File: src/rtl/pc_unit.sv
`default_nettype none
// ============================================================================
// Module   : pc_unit
// Brief    : RV32I fetch-stage program counter with stall, redirect, trap, halt
// Revision : 1.0
// ============================================================================
module pc_unit #(
    parameter int          XLEN         = 32,
    parameter logic [31:0] RESET_VECTOR = 32'h0000_0000,
    parameter logic [31:0] TRAP_VECTOR  = 32'h0000_0100,
    parameter int          IALIGN       = 4
) (
    input  logic            clk_i,
    input  logic            reset_i,
    input  logic            stall_i,
    input  logic            fetch_ready_i,
    input  logic            redirect_valid_i,
    input  logic [XLEN-1:0] redirect_target_i,
    input  logic            trap_valid_i,
    output logic [XLEN-1:0] pc_o,
    output logic [XLEN-1:0] pc_plus_o,
    output logic            fetch_valid_o,
    output logic            flush_o,
    output logic            misaligned_o,
    output logic [XLEN-1:0] misaligned_addr_o,
    output logic [31:0]     fetch_count_o
);

    typedef enum logic [1:0] {
        ST_BOOT = 2'd0,
        ST_RUN  = 2'd1,
        ST_HALT = 2'd2
    } state_t;

    localparam logic [XLEN-1:0] C_RESET_PC   = XLEN'(RESET_VECTOR);
    localparam logic [XLEN-1:0] C_TRAP_PC    = XLEN'(TRAP_VECTOR);
    localparam logic [XLEN-1:0] C_STEP       = XLEN'(IALIGN);
    localparam logic [XLEN-1:0] C_ALIGN_MASK = XLEN'(IALIGN - 1);

    state_t          state_q, state_d;
    logic [XLEN-1:0] pc_q, pc_d;
    logic            flush_q, flush_d;
    logic            mis_q, mis_d;
    logic [XLEN-1:0] mis_addr_q, mis_addr_d;
    logic [31:0]     count_q, count_d;

    logic [XLEN-1:0] w_pc_plus;
    logic            w_run;
    logic            w_accept;
    logic            w_target_misaligned;

    assign w_pc_plus           = pc_q + C_STEP;
    assign w_run               = (state_q == ST_RUN);
    assign w_accept            = w_run && fetch_ready_i && !stall_i;
    assign w_target_misaligned = |(redirect_target_i & C_ALIGN_MASK);

    always_comb begin
        state_d    = state_q;
        pc_d       = pc_q;
        flush_d    = 1'b0;
        mis_d      = mis_q;
        mis_addr_d = mis_addr_q;
        count_d    = count_q;

        case (state_q)
            ST_BOOT: begin
                state_d = ST_RUN;
            end

            ST_RUN: begin
                // The fetch presented this cycle counts even if it is abandoned
                if (w_accept) begin
                    count_d = count_q + 32'd1;
                end
                if (trap_valid_i) begin
                    pc_d    = C_TRAP_PC;
                    flush_d = 1'b1;
                end else if (redirect_valid_i) begin
                    flush_d = 1'b1;
                    if (w_target_misaligned) begin
                        state_d    = ST_HALT;
                        mis_d      = 1'b1;
                        mis_addr_d = redirect_target_i;
                    end else begin
                        pc_d = redirect_target_i;
                    end
                end else if (!stall_i && fetch_ready_i) begin
                    pc_d = w_pc_plus;
                end
            end

            ST_HALT: begin
                if (trap_valid_i) begin
                    pc_d    = C_TRAP_PC;
                    mis_d   = 1'b0;
                    flush_d = 1'b1;
                    state_d = ST_RUN;
                end
            end

            default: begin
                state_d = ST_BOOT;
            end
        endcase
    end

    always_ff @(posedge clk_i or posedge reset_i) begin
        if (reset_i) begin
            state_q    <= ST_BOOT;
            pc_q       <= C_RESET_PC;
            flush_q    <= 1'b0;
            mis_q      <= 1'b0;
            mis_addr_q <= '0;
            count_q    <= 32'd0;
        end else begin
            state_q    <= state_d;
            pc_q       <= pc_d;
            flush_q    <= flush_d;
            mis_q      <= mis_d;
            mis_addr_q <= mis_addr_d;
            count_q    <= count_d;
        end
    end

    assign pc_o              = pc_q;
    assign pc_plus_o         = w_pc_plus;
    assign fetch_valid_o     = w_run;
    assign flush_o           = flush_q;
    assign misaligned_o      = mis_q;
    assign misaligned_addr_o = mis_addr_q;
    assign fetch_count_o     = count_q;

endmodule
`default_nettype wire

File: config.mk
export PLATFORM = sky130hd
export DESIGN_NAME = pc_unit
export DESIGN_NICKNAME = d
export VERILOG_FILES = /design/src/rtl/pc_unit.sv
export SDC_FILE = /design/constraint.sdc
export NUM_CORES = 1
export LEC_CHECK = 0
export BUFFER_PORTS_ARGS = -buffer_cell sky130_fd_sc_hd__buf_2
export CAP_MARGIN = 10
export CELL_PAD_IN_SITES_DETAIL_PLACEMENT = 1
export CELL_PAD_IN_SITES_GLOBAL_PLACEMENT = 2
export CORE_UTILIZATION = 34
export CTS_BUF_LIST = sky130_fd_sc_hd__clkbuf_8
export DETAILED_ROUTE_END_ITERATION = 7
export PLACE_DENSITY = 0.9
export SLEW_MARGIN = 20
export SYNTH_ARGS = -nofsm -noshare
export SYNTH_HDL_FRONTEND = slang
export SYNTH_SLANG_ARGS = --single-unit
File: constraint.sdc
create_clock -name clk_i -period 8.7 [get_ports clk_i]
set_clock_uncertainty 0.2 [all_clocks]
set_input_delay 0 -clock clk_i [delete_from_list [all_inputs] [get_ports clk_i]]
set_output_delay 0 -clock clk_i [all_outputs]
set_load 0.03 [all_outputs]
==> results.tsv <==
metric	value	unit
CP startpoint kind	flip-flop	
first-pass GRT wire length	27.1	mm
die area	15800	µm²
1st-iter DRT viols	336	
Root Buffer	clkbuf_8	
Detailed Routing Iterations Pass 1	8	
register area share after synthesis	48.2	%
Post-Synthesis Cell Area	5190	µm²
CTS tree	built	
share of synthesized flip-flops with an asynchronous set or reset	100	%
commonest non-fill, non-tap cell in the layout	buf_2	
Placed Cells	835	
post-synthesis cell type count	54	
post-route ant nets	0	
arrival time worst endpoint	4020	ps
worst flop-to-flop path startpoint	state_q[1]	
status	finished with violations	
Overflow after GRT	0	
Die H	126	µm
Tot Pwr	2.08	mW
Static Leakage	3.35	nW
die extent in x	126	µm
mean routed wirelength per cell	18.8	µm
Pint	1.06	mW
top-area cell type share of the netlist area	48.2	%
PwrDens	309	nW/µm²
CTS HTree Levels	3	
post-CTS sizing	0	
Net Switching	1.02	mW
Port-buffer cells	168	
vias in the first global route	5016	
GP Congestion	0.803	
Worst Path Required	8770	ps
Area growth, synth to finish	29.2	%
crit-path max FO	38	
worst hold path class	in -> reg	
largest net degree at the start of global routing	69	
end of the worst register-to-register path	pc_o[1]	
post-layout net count	745	
pins over their slew limit	0	
layout cell share with drive strength beyond 1	31.7	%
clk buf depth	2	
worst-margin pin slew	1070	ps
initial antenna violation count	0	
syn_nets	553	
commonest cells after routing, fill and taps aside	buf_2 (168), dfrtp_1 (100), nand2_1 (43)	
worst vdd ir	0.000162	V
Endpoint, Worst Hold	pc_o[13]	
ant diodes	0	
Slew HR	28.7	%
Clock Latency Late Sink	380	ps
fmax	253	MHz
worst reg-to-reg setup slack	4750	ps
io pins	169	
Via density	5.38	
clock slew at reported path FFs	100	ps
Net Sw Frac	49.1	%
HPWL after DPL	11.6	mm
failing checks	design-rule violations	
DP Area	6140	µm²
Comb power frac	50.6	%
Yosys warning count	0	
Via Count	4787	
largest cells by area after synthesis	dfrtp_1 (48%), mux2_2 (7.4%), xnor2_1 (6.4%)	
Worst setup EP type	flip-flop	
Clock Power Share	13.9	%
Tcrit/Tclk final	45.4	%
Avg Cell Area, Syn	10.2	µm²
core area	14700	µm²
Non-Filler Instances	890	
hold path cells	3	
total track usage	21.8	%
pre-CTS WS	5280	ps
Seq pwr share	35.4	%
# Max-Cap Violations	0	
Syn Inst Count	509	
Hold Startpoint	redirect_valid_i	
setup_tns	0	ps
Final Hold Viols	0	
reg2reg path depth	8	
Final min period	3950	ps
number of synthesized register bits	100	
setup ws final	4750	ps
Detailed Route WL	16.7	mm
Primary FF master, synth	dfrtp_1	
DRC errors left	12	
RSZ-0062 raised after global routing	no	
Clock Sinks	100	
finished layout cell area	6710	µm²
Initial Utilization	35.3	%
largest area contributor in the netlist	dfrtp_1	
Site Rows	44	
endpoints failing setup	0	
Post-synth EDFFs	0	
Crit Path Class	reg -> reg	
total CTS buffers	9	
per-layer routing:
metal	up-vias	track usage, %	routed length [µm]
li1	2228	-	-
met1	2395	27.6	7260
met2	140	37.0	8420
met3	24	4.08	698
met4	0	8.18	354
met5	-	0	0
critical path, cell delays in order, from the launching register on:
cell and delay, ps:
dfrtp_1 410, inv_1 110, ha_1 390, or4b_2 1110, o211a_1 360, nand4_1 100, dlygate4sd3_1 560, nand2_1 50
dlygate4sd3_1 560
through the flow:
stage | utilization, % | hold WS [ps]
2_1_floorplan | - | -64.9
3_3_place_gp | 41.8 | -180
3_5_place_dp | 41.8 | -164
4_1_cts | 45.7 | 17.0
5_1_grt | 45.7 | 120
6_report | 45.7 | 49.4
cells by family after synthesis:
family | synth area share [%]
DFF | 48.2
muxes | 8.14
and+or+nand+nor | 17.1
adders and majority gates | 1.45
AOI/OAI and AO/OA | 11.3
xor gates and xnor gates | 9.95
buffers and inverters | 3.81
sequential cells by signal (all words and copies together) (netlist names):
name and flops:
fetch_count_o 32, flush_o 1, misaligned_addr_o 32, misaligned_o 1, pc_o 32, state_q 2
repair_timing:
action                    4_1_cts  5_1_grt
hold endpoints to repair      102        0
hold buffers                   39        0
buffers inserted                0        0
power by group through the flow:
stage	clock (mW)	sequential, mW	combinational [mW]
after floorplan	0	0.982	0.480
after global placement	0	0.734	1.01
after detailed placement	0	0.744	1.04
after CTS	0.300	0.735	1.06
after global routing	0.313	0.762	1.13
final	0.289	0.736	1.05
Yosys cell counts (3+ instances only):
library cell and number:
and2_1 4, nor4_1 8, a31oi_1 4, dfrtp_1 100
o311ai_0 4, nand3_1 27, nand4_1 19, o22ai_1 4
nor3_1 7, inv_1 14, buf_1 4, o31a_1 4
and4_1 3, xnor2_1 38, xor2_1 21, nor2_1 31
ha_1 6, a21oi_1 14, and3_1 18, a22oi_1 8
nand2_1 43, o21ai_0 33, mux2i_1 4, buf_4 4
mux2_2 34, clkbuf_1 13, buf_2 4, a32oi_1 4
worst max path at each step:
stage                     from  slack [ps]                to  cells past startpoint
floorplan              reset_i        5880  fetch_count_o[0]                      1
global placement    state_q[1]        5390          pc_o[12]                      6
detailed placement  state_q[1]        5280          pc_o[12]                      6
CTS                 state_q[1]        4750           pc_o[1]                      8
global route        state_q[1]        4570           pc_o[1]                      8
finish              state_q[1]        4750           pc_o[1]                      8
layout make-up:
cell class,instances,area [µm²]
Tap cell,184,230
Timing Repair Buffer,209,1250
Clock buffer,12,165
Clock inverter,4,16.3
Multi-Input combinational cell,366,2490
Fill cell,1675,7990
Sequential cell,100,2500
Inverter,15,58.8
Note: power is estimated with default switching activity, not from simulation.
